### src/rtl/uart_pkg.sv
// Shared UART definitions: FSM state encodings, parity modes and small helpers
// used by the transmitter and its FIFO (and later by the receiver).
package uart_pkg;

  typedef enum logic [2:0] {
    ST_IDLE   = 3'd0,
    ST_START  = 3'd1,
    ST_DATA   = 3'd2,
    ST_PARITY = 3'd3,
    ST_STOP   = 3'd4
  } uart_state_e;

  localparam int PAR_NONE = 0;
  localparam int PAR_ODD  = 1;
  localparam int PAR_EVEN = 2;

  // Widest data word any UART in this library supports.
  localparam int MAX_DATA_BITS = 9;

  // Parity bit for a word that is zero-extended to MAX_DATA_BITS; the padding
  // zeros do not change the XOR reduction.
  function automatic logic parity_bit(input logic [MAX_DATA_BITS-1:0] data,
                                      input int mode);
    return (mode == PAR_EVEN) ? (^data) : ~(^data);
  endfunction

  // True for 1, 2, 4, 8, ...
  function automatic bit is_pow2(input int value);
    return (value > 0) && ((value & (value - 1)) == 0);
  endfunction

endpackage

### src/rtl/uart_sync_fifo.sv
// Single-clock first-word-fall-through FIFO. Pointers carry one extra MSB so
// that full and empty can be told apart when the index bits are equal.
module uart_sync_fifo
  import uart_pkg::*;
#(
  parameter int WIDTH = 8,
  parameter int DEPTH = 4
) (
  input  logic                     clk,
  input  logic                     reset_n,
  input  logic                     push,
  input  logic [WIDTH-1:0]         push_data,
  input  logic                     pop,
  output logic [WIDTH-1:0]         pop_data,
  output logic                     full,
  output logic                     empty,
  output logic [$clog2(DEPTH):0]   count
);

  localparam int AW = $clog2(DEPTH);

  if (!is_pow2(DEPTH) || DEPTH < 2) begin : g_bad_depth
    $error("uart_sync_fifo: DEPTH must be a power of 2 and at least 2");
  end

  logic [WIDTH-1:0] mem_q [DEPTH];
  logic [WIDTH-1:0] mem_d [DEPTH];
  logic [AW:0]      wr_ptr_q;
  logic [AW:0]      wr_ptr_d;
  logic [AW:0]      rd_ptr_q;
  logic [AW:0]      rd_ptr_d;
  logic             push_ok;
  logic             pop_ok;

  // Status flags and the head word, all straight from the registered pointers.
  always_comb begin
    empty    = (wr_ptr_q == rd_ptr_q);
    full     = (wr_ptr_q[AW] != rd_ptr_q[AW]) &&
               (wr_ptr_q[AW-1:0] == rd_ptr_q[AW-1:0]);
    count    = wr_ptr_q - rd_ptr_q;
    pop_data = mem_q[rd_ptr_q[AW-1:0]];
  end

  // Next storage/pointer values; a push when full or a pop when empty is dropped.
  always_comb begin
    push_ok  = push & ~full;
    pop_ok   = pop & ~empty;
    mem_d    = mem_q;
    wr_ptr_d = wr_ptr_q;
    rd_ptr_d = rd_ptr_q;
    if (push_ok) begin
      mem_d[wr_ptr_q[AW-1:0]] = push_data;
      wr_ptr_d                = wr_ptr_q + 1'b1;
    end
    if (pop_ok) begin
      rd_ptr_d = rd_ptr_q + 1'b1;
    end
  end

  // Register storage and pointers; reset only flushes the pointers.
  always_ff @(posedge clk) begin
    mem_q <= mem_d;
    if (!reset_n) begin
      wr_ptr_q <= '0;
      rd_ptr_q <= '0;
    end else begin
      wr_ptr_q <= wr_ptr_d;
      rd_ptr_q <= rd_ptr_d;
    end
  end

endmodule

### src/rtl/uart_tx_cfg.sv
// Configurable UART transmitter fed from an input FIFO. Frames are start bit,
// DATA_BITS data bits LSB-first, optional parity, then 1 or 2 stop bits; a
// queued word starts on the same edge the previous stop bit ends.
// The line, tx_active and tx_done are registered one cycle behind the FSM so
// the pin never glitches.
module uart_tx_cfg
  import uart_pkg::*;
#(
  parameter int FREQUENCY  = 10000000,
  parameter int BAUD_RATE  = 9600,
  parameter int DATA_BITS  = 8,
  parameter int PARITY     = 0,
  parameter int STOP_BITS  = 1,
  parameter int FIFO_DEPTH = 4
) (
  input  logic                          clk,
  input  logic                          reset_n,
  input  logic                          tx_valid,
  input  logic [DATA_BITS-1:0]          tx_data,
  output logic                          tx_ready,
  output logic [$clog2(FIFO_DEPTH):0]   fifo_count,
  output logic                          tx_serial,
  output logic                          tx_active,
  output logic                          tx_done
);

  localparam int CLKS_PER_BIT = FREQUENCY / BAUD_RATE;
  localparam int CW           = (CLKS_PER_BIT > 1) ? $clog2(CLKS_PER_BIT) : 1;
  localparam int BW           = $clog2(DATA_BITS);

  localparam logic [CW-1:0] BAUD_LAST  = CW'(CLKS_PER_BIT - 1);
  localparam logic [BW-1:0] BIT_LAST   = BW'(DATA_BITS - 1);
  localparam logic          STOP_LAST  = 1'(STOP_BITS - 1);
  localparam uart_state_e   AFTER_DATA = (PARITY == PAR_NONE) ? ST_STOP : ST_PARITY;

  if (DATA_BITS < 5 || DATA_BITS > MAX_DATA_BITS) begin : g_bad_data_bits
    $error("uart_tx_cfg: DATA_BITS must be in 5..9");
  end
  if (PARITY < PAR_NONE || PARITY > PAR_EVEN) begin : g_bad_parity
    $error("uart_tx_cfg: PARITY must be 0 (none), 1 (odd) or 2 (even)");
  end
  if (STOP_BITS != 1 && STOP_BITS != 2) begin : g_bad_stop_bits
    $error("uart_tx_cfg: STOP_BITS must be 1 or 2");
  end
  if (CLKS_PER_BIT < 2) begin : g_bad_baud
    $error("uart_tx_cfg: FREQUENCY/BAUD_RATE must be at least 2");
  end

  uart_state_e            state_q;
  uart_state_e            state_d;
  logic [CW-1:0]          baud_cnt_q;
  logic [CW-1:0]          baud_cnt_d;
  logic [BW-1:0]          bit_idx_q;
  logic [BW-1:0]          bit_idx_d;
  logic                   stop_cnt_q;
  logic                   stop_cnt_d;
  logic [DATA_BITS-1:0]   shift_q;
  logic [DATA_BITS-1:0]   shift_d;
  logic                   done_pend_q;
  logic                   done_pend_d;
  logic                   tx_serial_q;
  logic                   tx_serial_d;
  logic                   tx_active_q;
  logic                   tx_active_d;
  logic                   tx_done_q;
  logic                   tx_done_d;

  logic                   baud_last;
  logic                   fifo_pop;
  logic                   fifo_full;
  logic                   fifo_empty;
  logic [DATA_BITS-1:0]   fifo_head;
  logic [MAX_DATA_BITS-1:0] par_data;

  uart_sync_fifo #(
    .WIDTH (DATA_BITS),
    .DEPTH (FIFO_DEPTH)
  ) u_fifo (
    .clk       (clk),
    .reset_n   (reset_n),
    .push      (tx_valid),
    .push_data (tx_data),
    .pop       (fifo_pop),
    .pop_data  (fifo_head),
    .full      (fifo_full),
    .empty     (fifo_empty),
    .count     (fifo_count)
  );

  assign tx_ready  = ~fifo_full;
  assign tx_serial = tx_serial_q;
  assign tx_active = tx_active_q;
  assign tx_done   = tx_done_q;
  assign baud_last = (baud_cnt_q == BAUD_LAST);

  // FSM next state: bit timing, bit/stop counters and FIFO pops at frame boundaries.
  always_comb begin
    state_d     = state_q;
    baud_cnt_d  = baud_cnt_q;
    bit_idx_d   = bit_idx_q;
    stop_cnt_d  = stop_cnt_q;
    shift_d     = shift_q;
    done_pend_d = 1'b0;
    fifo_pop    = 1'b0;
    unique case (state_q)
      ST_IDLE: begin
        baud_cnt_d = '0;
        bit_idx_d  = '0;
        stop_cnt_d = 1'b0;
        if (!fifo_empty) begin
          fifo_pop = 1'b1;
          shift_d  = fifo_head;
          state_d  = ST_START;
        end
      end
      ST_START: begin
        if (baud_last) begin
          baud_cnt_d = '0;
          state_d    = ST_DATA;
        end else begin
          baud_cnt_d = baud_cnt_q + 1'b1;
        end
      end
      ST_DATA: begin
        if (baud_last) begin
          baud_cnt_d = '0;
          if (bit_idx_q == BIT_LAST) begin
            bit_idx_d = '0;
            state_d   = AFTER_DATA;
          end else begin
            bit_idx_d = bit_idx_q + 1'b1;
          end
        end else begin
          baud_cnt_d = baud_cnt_q + 1'b1;
        end
      end
      ST_PARITY: begin
        if (baud_last) begin
          baud_cnt_d = '0;
          state_d    = ST_STOP;
        end else begin
          baud_cnt_d = baud_cnt_q + 1'b1;
        end
      end
      ST_STOP: begin
        if (baud_last) begin
          baud_cnt_d = '0;
          if (stop_cnt_q == STOP_LAST) begin
            stop_cnt_d  = 1'b0;
            done_pend_d = 1'b1;
            if (!fifo_empty) begin
              fifo_pop = 1'b1;
              shift_d  = fifo_head;
              state_d  = ST_START;
            end else begin
              state_d = ST_IDLE;
            end
          end else begin
            stop_cnt_d = stop_cnt_q + 1'b1;
          end
        end else begin
          baud_cnt_d = baud_cnt_q + 1'b1;
        end
      end
      default: begin
        state_d = ST_IDLE;
      end
    endcase
  end

  // Line level and status for the current state, registered on the next edge.
  always_comb begin
    par_data                = '0;
    par_data[DATA_BITS-1:0] = shift_q;
    unique case (state_q)
      ST_IDLE:   tx_serial_d = 1'b1;
      ST_START:  tx_serial_d = 1'b0;
      ST_DATA:   tx_serial_d = shift_q[bit_idx_q];
      ST_PARITY: tx_serial_d = parity_bit(par_data, PARITY);
      ST_STOP:   tx_serial_d = 1'b1;
      default:   tx_serial_d = 1'b1;
    endcase
    tx_active_d = (state_q != ST_IDLE);
    tx_done_d   = done_pend_q;
  end

  // All transmitter state; reset drops any partial frame and idles the line.
  always_ff @(posedge clk) begin
    if (!reset_n) begin
      state_q     <= ST_IDLE;
      baud_cnt_q  <= '0;
      bit_idx_q   <= '0;
      stop_cnt_q  <= 1'b0;
      shift_q     <= '0;
      done_pend_q <= 1'b0;
      tx_serial_q <= 1'b1;
      tx_active_q <= 1'b0;
      tx_done_q   <= 1'b0;
    end else begin
      state_q     <= state_d;
      baud_cnt_q  <= baud_cnt_d;
      bit_idx_q   <= bit_idx_d;
      stop_cnt_q  <= stop_cnt_d;
      shift_q     <= shift_d;
      done_pend_q <= done_pend_d;
      tx_serial_q <= tx_serial_d;
      tx_active_q <= tx_active_d;
      tx_done_q   <= tx_done_d;
    end
  end

endmodule

### config.mk
export PLATFORM = sky130hd
export DESIGN_NAME = uart_tx_cfg
export DESIGN_NICKNAME = d
export VERILOG_FILES = /design/src/rtl/uart_pkg.sv /design/src/rtl/uart_sync_fifo.sv /design/src/rtl/uart_tx_cfg.sv
export SDC_FILE = /design/constraint.sdc
export NUM_CORES = 1
export LEC_CHECK = 0
export ABC_AREA = 1
export CAP_MARGIN = 20
export CORE_MARGIN = 4
export CORE_UTILIZATION = 45
export CTS_CLUSTER_SIZE = 14
export DETAILED_ROUTE_END_ITERATION = 7
export GPL_ROUTABILITY_DRIVEN = 0
export PLACE_DENSITY = 0.71
export SYNTH_ARGS = -nofsm -noshare
export SYNTH_HDL_FRONTEND = slang
export SYNTH_SLANG_ARGS = --single-unit
export TNS_END_PERCENT = 100
### constraint.sdc
create_clock -name clk -period 5 [get_ports clk]
set_input_delay 0.75 -clock clk [delete_from_list [all_inputs] [get_ports clk]]
set_output_delay 0.75 -clock clk [all_outputs]
set_load 0.02 [all_outputs]
==> results.md <==
* Result of the run: finished clean
* Post-synthesis cell count at 381
* Die area at about 8600 µm²
* CTS Buf Count at 9
* Area post-placement at about 3500 µm²
* Total GRT Usage at between 10% and 20%
* Starting Density at 47.0%
* Grt total ovfl at 0
* Die span in x at 92.9 µm
* CTS Hold Bufs at 0
* CTS Buffer Depth at 2
* Final Setup Violations at 0
* Slew Viols, Final at 0
* Core Region at about 6900 µm²
* Num rows at 30
* Share of the synthesized area in the top cell type at between 20 and 30%
* Total Nets Final at around 420
* Vias at 2,459
* Finished Cell Area at 3660 µm²
* Clk_skew at 0.00870 ns
* Pwr per Cell Area at 546 nW/µm²
* Die Y at 92.9 µm
* Yosys cell types at 34
* RSZ-0062 raised after global routing: false
* Register area share after synthesis at 51.2%
* Top Ports at 18
* Synth Cell Area at roughly 3200 µm²
* Largest net degree at the start of global routing at 23
* DRT iter0 DRCs at 104
* Area grow syn2layout at 12.8%
* Vias in the first global route at 2,345
* Slew HR at between 40% and 50%
* Critical path launch point type: flop
* CTS sink count at 67
* Layout cell share with drive strength beyond 1 at 8.40%
* # DRC at 0
* Hold Path Class: flop to flop
* Post-CTS Resized at 0
* Synthesized Nets at roughly 400
* Worst Path Arrival at 2.55 ns
* Leak at 0.00145 µW
* HPWL after DPL at 4390 µm
* Initial antenna violation count at 0
* Via-to-Cell Ratio at roughly 4.9
* Setup_tns at 0 ns
* CTS H-tree lvls at 3
* Flops & latches, synth at 67
* Post-Route WL at 5980 µm
* Max Freq at ~300 MHz
* Post-CTS Setup Bufs at 0
* Final hold viol count at 0
* Worst-path clk slew at 0.08 ns
* Pre-antenna DRT Iters at 4
* Multi-input gate area at 1380 µm²
* Final ANT Viol Nets at 0
* Routed WL per cell at between 10 and 15 µm
* PnR Total Power at 2000 µW
* First-pass GRT wire length at slightly above 10,000 µm
* Share of the cycle needed by the critical path after routing at about 66%
* FILL cells at 654
* Sequential Area at 1660 µm²
* Clk_lat worst skew at between 0.3 and 0.4 ns
* Antenna Diode Count at 0
* Port Buffers at 17
* Root Buffer: clkbuf_8
* Avg Cell Area, Syn at 8.51 µm²
* Measured slew at the worst slew-check pin at 0.840 ns
* CTS tree: yes
* CP Capture Type: primary output
* Post-synth top area cell: edfxtp_1
* Synth warn at 0
* Peak VDD IR at 0.257 mV
* Max Cap Violations at 0
* Crit Path Category: flop to primary output
* Min Clock Period, post-route at 3.30 ns
* Critical Path RT at 4.25 ns
* Crit Path Max Fanout at 12
* Synth area leaders: edfxtp_1 30%, dfxtp_1 22%, nor2_1 9.6%, nand2_1 6.9%, o21ai_0 4.5%
* WHS at 0.421 ns
worst max-delay path: stages (launching register included):
cell             delay (ns)
dfxtp_1                0.59
clkinv_1               0.38
ha_1                   0.39
nand2_1                0.06
inv_1                  0.06
nand2_1                0.11
clkdlybuf4s50_1        0.61
where the power goes:
part | internal (µW) | leakage, µW | switching, µW
registers | 666 | 0.000580 | 113
clock network | 181 | 0.0000779 | 216
logic | 314 | 0.000792 | 508
total | 1160 | 0.00145 | 837
sequential cells by signal, indices dropped and copies added (netlist names):
signal and cells:
baud_cnt_q 11, bit_idx_q 3, done_pend_q 1, shift_q 8, state_q 3, tx_active 1
tx_done 1, tx_serial 1, u_fifo.mem_q 32, u_fifo.rd_ptr_q 3, u_fifo.wr_ptr_q 3
metal layers:
layer  routed length, µm  up-vias  global-route usage, %
met5                   0        -                      0
met4                 116        0                   7.08
met3                 316       14                   5.69
met2                2910       45                   26.2
met1                2640     1117                   17.3
li1                    -     1283                      -
layout by cell type (no fill, tap or decap), drive strengths merged, types with 3 or more instances in the layout:
| cell | netlist | final |
|---|---|---|
| a21oi | 15 | 15 |
| clkbuf | 3 | 9 |
| clkdlybuf4s50 | 0 | 17 |
| clkinv | 1 | 3 |
| clkinvlp | 0 | 4 |
| dfxtp | 35 | 35 |
| edfxtp | 32 | 32 |
| ha | 11 | 11 |
| inv | 38 | 39 |
| nand2 | 63 | 63 |
| nand3 | 23 | 23 |
| nand4 | 3 | 3 |
| nor2 | 89 | 89 |
| o21ai | 38 | 38 |
| xnor2 | 6 | 6 |
| xor2 | 9 | 9 |
cells in the mapped netlist (all sizes together):
library cell / number
clkinv: 1
o211ai: 2
nand3: 23
nor3: 1
fa: 1
xnor2: 6
buf: 6
nor2: 89
nand4: 3
o21ai: 38
dfxtp: 35
xor2: 9
a21boi: 2
inv: 38
edfxtp: 32
nor4: 1
nand2: 63
nor3b: 2
ha: 11
clkbuf: 3
a21oi: 15
worst paths after layout:
| check | start | endpoint | slack, ns | depth (start not counted) |
|---|---|---|---|---|
| worst min register to register | done_pend_q$_SDFF_PN0_ | tx_done$_SDFF_PN0_ | 0.42 | 2 |
| worst min-delay path | done_pend_q$_SDFF_PN0_ | tx_done$_SDFF_PN0_ | 0.42 | 2 |
| worst max-delay path | u_fifo.rd_ptr_q[1]$_SDFFE_PN0P_ | tx_ready | 1.70 | 6 |
| worst max register to register | u_fifo.rd_ptr_q[1]$_SDFFE_PN0P_ | u_fifo.mem_q[3]$_DFFE_PP_ | 2.31 | 7 |
through the flow:
step / utilization (%) / setup WS (ns) / instances
3_5_place_dp: 50.4 / 2.05 / 485
2_1_floorplan: - / 2.71 / 381
6_report: 53.0 / 1.70 / 501
4_1_cts: 53.0 / 1.65 / 501
5_1_grt: 53.0 / 1.50 / 501
3_3_place_gp: 50.4 / 2.09 / 485
kinds of logic after synthesis:
kind of cell	after synthesis	synth area share, %
fa+ha+maj	12	4.86
buf+inv	48	6.13
xor+xnor	15	4.05
flops	67	51.2
compound gates	57	9.57
simple gates	182	24.2
final cells by class:
type	instances	area share, %
sequential	67	45.4
clock buffer	9	3.38
inverter	39	4.07
multi-input combinational	266	37.8
timing repair buffer	17	4.65
tap	96	3.28
clock inverter	7	1.44
(Power assumes the default switching activity.)
